===== config.mk =====
export PLATFORM = sky130hd
export DESIGN_NAME = mag_cmp_pipe
export DESIGN_NICKNAME = d
export VERILOG_FILES = /design/src/rtl/mag_cmp_pipe.sv
export SDC_FILE = /design/constraint.sdc
export NUM_CORES = 1
export LEC_CHECK = 0
export CAP_MARGIN = 40
export CORE_ASPECT_RATIO = 1.1
export CORE_MARGIN = 2
export CORE_UTILIZATION = 51
export DETAILED_ROUTE_END_ITERATION = 6
export GPL_TIMING_DRIVEN = 0
export PLACE_DENSITY = 0.8
export SETUP_SLACK_MARGIN = 0.2
export SLEW_MARGIN = 0
export SYNTH_ARGS = -nofsm -noshare
export SYNTH_HDL_FRONTEND = slang
export SYNTH_SLANG_ARGS = --single-unit

===== constraint.sdc =====
create_clock -name clk -period 2 [get_ports clk]
set_clock_uncertainty 0.05 [all_clocks]
set_input_delay 0.4 -clock clk [delete_from_list [all_inputs] [get_ports clk]]
set_output_delay 0.4 -clock clk [all_outputs]
set_load 0.01 [all_outputs]

===== src/rtl/mag_cmp_pipe.sv =====
// mag_cmp_pipe: streaming magnitude comparator built as a SPLIT-ary reduction tree.
//
// Compares s_val against s_rfr per transaction, unsigned or two's complement
// (s_sgn), and reports greater / less / equal. With PIPE=1 a register follows
// every tree level; with PIPE=0 only the output register exists. All stages
// advance together on en = m_rdy | ~m_vld, so a stall freezes the whole pipe.
//
// Ports:
//   clk, rst              clock, synchronous active-high reset
//   s_vld/s_rdy           input handshake (s_rdy is combinational from m_rdy)
//   s_sgn, s_val, s_rfr   mode and operands
//   s_usr                 sideband tag, carried alongside the transaction
//   m_vld/m_rdy           output handshake
//   m_grt, m_lst, m_eql   val > rfr, val < rfr, val == rfr
//   m_usr                 tag of the transaction on the output
module mag_cmp_pipe #(
    parameter int unsigned WIDTH = 32,
    parameter int unsigned SPLIT = 2,
    parameter int unsigned PIPE  = 1,
    parameter int unsigned USER  = 1
) (
    input  logic             clk,
    input  logic             rst,
    input  logic             s_vld,
    output logic             s_rdy,
    input  logic             s_sgn,
    input  logic [WIDTH-1:0] s_val,
    input  logic [WIDTH-1:0] s_rfr,
    input  logic [USER-1:0]  s_usr,
    output logic             m_vld,
    input  logic             m_rdy,
    output logic             m_grt,
    output logic             m_lst,
    output logic             m_eql,
    output logic [USER-1:0]  m_usr
);

    function automatic int unsigned calc_levels(input int unsigned w, input int unsigned s);
        int unsigned p;
        int unsigned n;
        p = 1;
        n = 0;
        while (p < w) begin
            p = p * s;
            n = n + 1;
        end
        return n;
    endfunction

    function automatic int unsigned ipow(input int unsigned b, input int unsigned e);
        int unsigned r;
        r = 1;
        for (int unsigned i = 0; i < e; i++) begin
            r = r * b;
        end
        return r;
    endfunction

    localparam int unsigned L     = calc_levels(WIDTH, SPLIT);
    localparam int unsigned POWER = ipow(SPLIT, L);
    // Number of register stages between input and output (the last is the output register).
    localparam int unsigned NS    = (PIPE != 0 && L > 0) ? L : 1;

    logic en;
    logic fin_g, fin_l;

    assign en    = m_rdy | ~m_vld;
    assign s_rdy = en;

    // Flipping the sign bit maps two's complement order onto unsigned order.
    // Zero padding yields equal leaves that never decide a node.
    logic [WIDTH-1:0] val_m, rfr_m;
    logic [POWER-1:0] val_x, rfr_x;

    always_comb begin
        val_m = s_val;
        rfr_m = s_rfr;
        if (s_sgn) begin
            val_m[WIDTH-1] = ~s_val[WIDTH-1];
            rfr_m[WIDTH-1] = ~s_rfr[WIDTH-1];
        end
        val_x            = '0;
        rfr_x            = '0;
        val_x[WIDTH-1:0] = val_m;
        rfr_x[WIDTH-1:0] = rfr_m;
    end

    for (genvar k = 0; k <= L; k++) begin : g_lvl
        localparam int unsigned N = POWER / ipow(SPLIT, k);

        logic [N-1:0] cmb_g, cmb_l;

        if (k == 0) begin : g_leaf
            assign cmb_g = val_x & ~rfr_x;
            assign cmb_l = ~val_x & rfr_x;
        end else begin : g_node
            always_comb begin
                logic hit;
                hit   = 1'b0;
                cmb_g = '0;
                cmb_l = '0;
                for (int j = 0; j < int'(N); j++) begin
                    hit = 1'b0;
                    // The most significant child that differs decides the node.
                    for (int i = int'(SPLIT) - 1; i >= 0; i--) begin
                        if (!hit) begin
                            cmb_g[j] = g_lvl[k-1].g_fwd.fwd_g[j * int'(SPLIT) + i];
                            cmb_l[j] = g_lvl[k-1].g_fwd.fwd_l[j * int'(SPLIT) + i];
                            hit      = cmb_g[j] | cmb_l[j];
                        end
                    end
                end
            end
        end

        if (k < L) begin : g_fwd
            logic [N-1:0] fwd_g, fwd_l;
            if (PIPE != 0 && k > 0) begin : g_reg
                logic [N-1:0] grt_d, grt_q, lst_d, lst_q;
                always_comb begin
                    grt_d = en ? cmb_g : grt_q;
                    lst_d = en ? cmb_l : lst_q;
                end
                always_ff @(posedge clk) begin
                    grt_q <= grt_d;
                    lst_q <= lst_d;
                end
                assign fwd_g = grt_q;
                assign fwd_l = lst_q;
            end else begin : g_wire
                assign fwd_g = cmb_g;
                assign fwd_l = cmb_l;
            end
        end else begin : g_top
            assign fin_g = cmb_g[0];
            assign fin_l = cmb_l[0];
        end
    end

    // Valid and tag travel in lockstep with the tree stages; bubbles are kept.
    logic [NS-1:0]   vld_d, vld_q;
    logic [USER-1:0] usr_d [NS];
    logic [USER-1:0] usr_q [NS];
    logic            grt_d, grt_q, lst_d, lst_q;

    always_comb begin
        vld_d = vld_q;
        usr_d = usr_q;
        grt_d = grt_q;
        lst_d = lst_q;
        if (en) begin
            vld_d[0] = s_vld;
            usr_d[0] = s_usr;
            for (int s = 1; s < int'(NS); s++) begin
                vld_d[s] = vld_q[s-1];
                usr_d[s] = usr_q[s-1];
            end
            grt_d = fin_g;
            lst_d = fin_l;
        end
    end

    always_ff @(posedge clk) begin
        if (rst) begin
            vld_q <= '0;
            for (int s = 0; s < int'(NS); s++) begin
                usr_q[s] <= '0;
            end
            grt_q <= 1'b0;
            lst_q <= 1'b0;
        end else begin
            vld_q <= vld_d;
            usr_q <= usr_d;
            grt_q <= grt_d;
            lst_q <= lst_d;
        end
    end

    assign m_vld = vld_q[NS-1];
    assign m_usr = usr_q[NS-1];
    assign m_grt = grt_q;
    assign m_lst = lst_q;
    assign m_eql = ~grt_q & ~lst_q;

endmodule

==> qor.csv, run 1 <==
stage,metric,value,unit
hold_path,critical hold path startpoint,usr_q[2],
drt,vias per cell,4.79,
place,Place WS,-846,ps
drt,DRT iter0 DRCs,67,
drt,routed wire length,5.48,mm
floorplan,num ports,76,
clocking,clock sink total,72,
timing,"Hold Vio Cnt, Final",0,
cells_and_area,Final Util,70.0,%
cells_and_area,Fillers,519,
clocking,Clock Pin Slew Worst Setup and Hold Paths,70,ps
place,DP Cell Count,486,
floorplan,core area,6670,µm²
logic_synthesis,"Seq/Total Area, Yosys",57.7,%
timing,final setup violation count,0,
drt,Antenna Nets Post-Route,0,
timing,Tcrit/Tclk final,86.8,%
drt,DRC viols,0,
floorplan,area of the die,7630,µm²
setup_path,critical path capture point type,output port,
clocking,"Clk Latency, worst-skew pair",320,ps
cells_and_area,Layout area overhead,31.9,%
global_route,vias in the first global route,2349,
cells_and_area,final net count,520,
place,DPL Wire Length,3.98,mm
cells_and_area,fraction of layout cells with a size suffix above 1,5.65,%
logic_synthesis,Mean Syn Cell Area,10.8,µm²
hold_path,Hold Path Depth,2,
place,Final GP Congestion,0.731,
logic_synthesis,number of synthesis warnings,0,
setup_path,Worst EP arrival,1290,ps
timing,fmax,0.576,GHz
global_route,first-pass GRT wire length,9.14,mm
setup_path,Reg2Reg Setup Slack,610,ps
clocking,maximum root-to-sink buffer count,2,
cells_and_area,"leading cell types in the layout, fill and taps excluded","89 x inv_1, 73 x clkdlybuf4s50_1, 60 x edfxtp_1",
setup_path,RR Startpoint,vld_q[4],
clocking,CTS root buffer,clkbuf_8,
cells_and_area,multi-input combinational cell area,1140,µm²
drt,WL/cell,10.8,µm
clocking,total CTS buffers,9,
timing,max-slew violation count,0,
logic_synthesis,cell taking the most area after synthesis,edfxtp_1,
logic_synthesis,Synth area leaders,"edfxtp_1 51%, ha_1 11%, inv_1 9.5%",
setup_path,CP Launch Point,vld_q[4],
global_route,antenna violations before repair,0,
logic_synthesis,Synth Cell Area,3540,µm²
global_route,largest net degree at the start of global routing,36,
logic_synthesis,Mapped Cells,329,
floorplan,die height,91.4,µm
drt,DR pass1 iterations,4,
logic_synthesis,synthesized net count,429,
setup_path,Critical Path RT,1550,ps
hold_path,Hold Path End,usr_q[2],
timing,final setup margin,264,ps
timing,relative slew slack,73.5,%
setup_path,CP Max Fanout,2,
global_route,remaining global-route overflow,0,
cells_and_area,ant diodes,0,
setup_path,r2r endpoint,g_lvl[1].g_fwd.fwd_l[15],
timing,unrepaired setup endpoints after global routing,false,
clocking,hold-fix buffers at CTS,0,
setup_path,startpoint types,register,
cells_and_area,fin cells,507,
power,power density cells,721,nW/µm²
power,worst vdd ir,0.553,mV
setup_path,worst reg-to-reg path cell count,4,
place,IO buf count,75,
logic_synthesis,post-synth top area share,50.9,%
cells_and_area,Reg area,2040,µm²
floorplan,row cnt,31,
timing,Worst-Margin Slew,397,ps
cells_and_area,"commonest non-fill, non-tap cell in the layout",inv_1,
global_route,global-route usage over all layers,15.1,%
setup_path,WS Path Type,reg -> out,
floorplan,chip width,83.4,µm
flow_run,max cap viols,0,
power,leakage power,2.11,nW
clocking,H-tree levels,3,
floorplan,Initial Utilization,53.1,%
logic_synthesis,"FF+latch count, synth",72,
power,Power Total,3.37,mW
clocking,CTS tree,built,
timing,min Tclk post-route,1740,ps
logic_synthesis,Yosys cell types,20,
hold_path,min-delay worst type,reg -> reg,
outcome,outcome,completed,
drt,via count,2426,
## metal layers
metal / wire length, µm / share of wire, % / GRT usage [%] / vias to the layer above
met1: 2160 / 40 / 15.4 / 1096
met3: 255 / 4.7 / 4.55 / 4
met2: 3010 / 55 / 28.8 / 55
li1: - / - / - / 1271
met4: 46 / 0.84 / 5.65 / 0
met5: 0 / 0 / 0 / -
## sequential cells by signal, summed over array words and instances (netlist names)
signal             flops
g_lvl.g_fwd.fwd_g     30
g_lvl.g_fwd.fwd_l     30
m_grt                  1
m_lst                  1
m_usr                  1
usr_q                  4
vld_q                  5
## worst max path at each step
stage,to,slack (ps),cells after the start
after floorplan,s_rdy,450,3
after global placement,s_rdy,-800,5
after detailed placement,s_rdy,-850,5
after CTS,m_eql,260,2
after global routing,s_rdy,200,4
final,s_rdy,260,4
## cells by family (layout without fill, tap and decap cells)
family                   after synthesis  in the layout  synth area share, %
XOR/XNOR                               1              1                0.247
AND/OR/NAND/NOR                       63             63                 10.5
AO/OA/AOI/OAI                         70             70                 11.0
buffers and inverters                 93            189                 10.0
flip-flops                            72             72                 57.7
adder cells (fa/ha/maj)               30             30                 10.6
## Yosys cell counts
| master | count |
|---|---|
| a21o_1 | 14 |
| a21oi_1 | 9 |
| a31o_1 | 1 |
| buf_2 | 1 |
| buf_4 | 1 |
| clkbuf_1 | 1 |
| dfxtp_1 | 12 |
| edfxtp_1 | 60 |
| ha_1 | 30 |
| inv_1 | 90 |
| nand2_1 | 19 |
| nand3b_1 | 30 |
| nor2_1 | 5 |
| nor2b_1 | 3 |
| nor2b_2 | 1 |
| nor3_1 | 4 |
| o21ai_0 | 45 |
| o21ai_1 | 1 |
| or3b_1 | 1 |
| xnor2_1 | 1 |
## area by class of cell
cell class / count / share of cell area, %
flip-flops and latches: 72 / 43.7
clock buffers: 11 / 3.27
inverters: 90 / 7.23
plain buffers: 3 / 0.616
clock inverters: 5 / 0.589
multi-input cells: 164 / 24.5
repair buffers: 80 / 17.9
well taps: 82 / 2.20
## worst max-delay path, stage by stage, from the launching register on
cell,delay [ps]
dfxtp_1,330
nor2b_2,170
inv_2,70
buf_12,120
dlygate4sd2_1,270
## through the flow
| stage | TNS, ps | hold slack (ps) | instance area (µm²) |
|---|---|---|---|
| floorplan | 0 | 382 | 3540 |
| global placement | -8250 | 387 | 4390 |
| detailed placement | -11310 | 396 | 4390 |
| CTS | 0 | 406 | 4670 |
| global route | 0 | 426 | 4670 |
| finish | 0 | 405 | 4670 |
## where the power goes
group / total [mW] / internal [mW] / switching (mW) / leakage [nW]
clock network: 1.01 / 0.521 / 0.488 / 0.0989
registers: 1.90 / 1.84 / 0.0629 / 0.767
logic: 0.460 / 0.273 / 0.187 / 1.24
## timing repair
| item | CTS | global route |
|---|---|---|
| setup buffers | 3 | 0 |
| resized for setup | 6 | 0 |
| endpoints found under the setup margin | 46 | 0 |
(Power assumes the default switching activity.)
==> inputs of run 2 (changes only) <==
- SKIP_CTS_REPAIR_TIMING: unset -> 1
==> run 2 against run 1 <==
Die area unchanged. Register-to-register slack improved by 30 ps. Critical endpoint is now m_eql. Via count decreased by 0.58%. Combinational power about the same. First-iteration DRC count increased by 25%. Fmax increased by 1.2%. Worst setup slack improved by 21 ps. Highest routed layer unchanged. Largest power group unchanged.
==> qor.csv, run 2 (same netlist as run 1, synthesis figures left out) <==
stage,metric,value,unit
floorplan,die height,91.4,µm
power,Sw Ratio,21.8,%
timing,final setup violation count,0,
setup_path,CP cell instances,"nor2_1, clkdlybuf4s50_1",
timing,fmax,0.583,GHz
global_route,largest net degree at the start of global routing,71,
flow_run,max cap viols,0,
cells_and_area,"leading cell types in the layout, fill and taps excluded","89 x inv_1, 73 x clkdlybuf4s50_1, 60 x edfxtp_1",
power,leakage power,2.08,nW
timing,min Tclk post-route,1720,ps
floorplan,Initial Utilization,53.1,%
clocking,H-tree levels,3,
hold_path,Hold Path Depth,2,
drt,WL/cell,10.8,µm
cells_and_area,"commonest non-fill, non-tap cell in the layout",inv_1,
setup_path,startpoint types,register,
global_route,global-route usage over all layers,14.2,%
drt,DRC viols,0,
setup_path,WS Path Type,reg -> out,
timing,unrepaired setup endpoints after global routing,false,
outcome,outcome,completed,
cells_and_area,Fillers,518,
floorplan,chip width,83.4,µm
cells_and_area,fin cells,506,
global_route,vias in the first global route,2303,
clocking,clock sink total,72,
setup_path,CP Depth,2,
place,Final GP Congestion,0.731,
setup_path,Worst EP arrival,1270,ps
drt,routed wire length,5.45,mm
hold_path,critical hold path startpoint,usr_q[2],
timing,max-slew violation count,0,
timing,Tcrit/Tclk final,85.8,%
timing,"Hold Vio Cnt, Final",0,
setup_path,Critical path buffers and inverters,1,
power,logic gate share of total power,13.6,%
drt,Antenna Nets Post-Route,0,
power,cell-internal power,2.63,mW
drt,DR pass1 iterations,4,
timing,relative slew slack,74.1,%
setup_path,Critical Path Max Stage Delay,530,ps
cells_and_area,Layout area overhead,31.0,%
place,Place WS,-846,ps
place,IO buf count,75,
setup_path,worst reg-to-reg path cell count,6,
setup_path,"delay-heaviest family, CP",buffers and inverters,
global_route,remaining global-route overflow,0,
hold_path,min-delay worst type,reg -> reg,
setup_path,critical path's slowest cell,clkdlybuf4s50_1,
cells_and_area,fraction of layout cells with a size suffix above 1,5.42,%
floorplan,area of the die,7630,µm²
place,DP Cell Count,486,
power,switching component of the power,734,µW
floorplan,row cnt,31,
floorplan,core area,6670,µm²
power,worst vdd ir,0.552,mV
timing,final setup margin,285,ps
drt,DRT iter0 DRCs,84,
cells_and_area,final net count,519,
setup_path,CP Launch Point,m_lst,
timing,setup TNS,0,ps
setup_path,CP Max Fanout,3,
setup_path,Critical Path RT,1550,ps
global_route,antenna violations before repair,0,
place,DPL Wire Length,3.98,mm
setup_path,critical path capture point type,output port,
drt,via count,2412,
clocking,maximum root-to-sink buffer count,2,
clocking,Clock Pin Slew Worst Setup and Hold Paths,70,ps
clocking,total CTS buffers,9,
clocking,"Clk Latency, worst-skew pair",320,ps
setup_path,RR Startpoint,vld_q[4],
timing,Worst-Margin Slew,388,ps
power,clock power share,29.9,%
clocking,CTS tree,built,
clocking,CTS root buffer,clkbuf_8,
global_route,first-pass GRT wire length,8.74,mm
floorplan,num ports,76,
cells_and_area,ant diodes,0,
power,Seq pwr share,56.5,%
drt,vias per cell,4.77,
power,power density cells,725,nW/µm²
## run 2: cell types whose count changed in the layout (fill, tap and decap cells not counted), sizes merged
cell	change
clkbuf	+1
bufbuf	-2
dlygate4sd2	-2
dlymetal6s2s	+2
## run 2: metal layers
metal	wire (µm)	share of wire, %	vias up	track usage, %
met3	260	4.8	4	4.55
met2	2890	53	55	26.5
met1	2260	41	1087	14.7
met5	0	0	-	0
met4	46	0.84	0	5.65
li1	-	-	1266	-
## run 2: path summary, 6_finish.rpt
check	to	slack (ps)
max	m_eql	280
max reg2reg	usr_q[4]	640
min reg2reg	usr_q[2]	410
min	usr_q[2]	410
## run 2: power groups by stage
stage	logic [mW]	registers [mW]	clock network (mW)
floorplan	0.231	1.92	0
global placement	0.436	1.93	0
detailed placement	0.460	1.93	0
CTS	0.461	1.90	1.04
global route	0.521	1.92	1.10
finish	0.457	1.90	1.01
## run 2: per-stage QoR
step | area (µm²) | utilization, % | power (mW) | hold slack, ps
after floorplan | 3540 | - | 2.15 | 382
after global placement | 4390 | 65.9 | 2.36 | 387
after detailed placement | 4390 | 65.9 | 2.39 | 396
after CTS | 4570 | 68.6 | 3.40 | 406
after global routing | 4640 | 69.5 | 3.54 | 426
final | 4640 | 69.5 | 3.37 | 405
## run 2: layout make-up
cell class                      count  area [µm²]  share of cell area [%]
Inverter                           90         338                    7.28
Clock inverter                      5        27.5                   0.593
Buffer                              3        33.8                   0.728
Clock buffer                       11         153                    3.29
Timing Repair Buffer               79         793                    17.1
Multi-Input combinational cell    164        1150                    24.8
Tap cell                           82         103                    2.21
Sequential cell                    72        2040                    44.0
## run 2: worst min-delay path, stage by stage, from the launching register on
cell,delay [ps]
dfxtp_1,310
nand2_1,50
a21oi_1,50
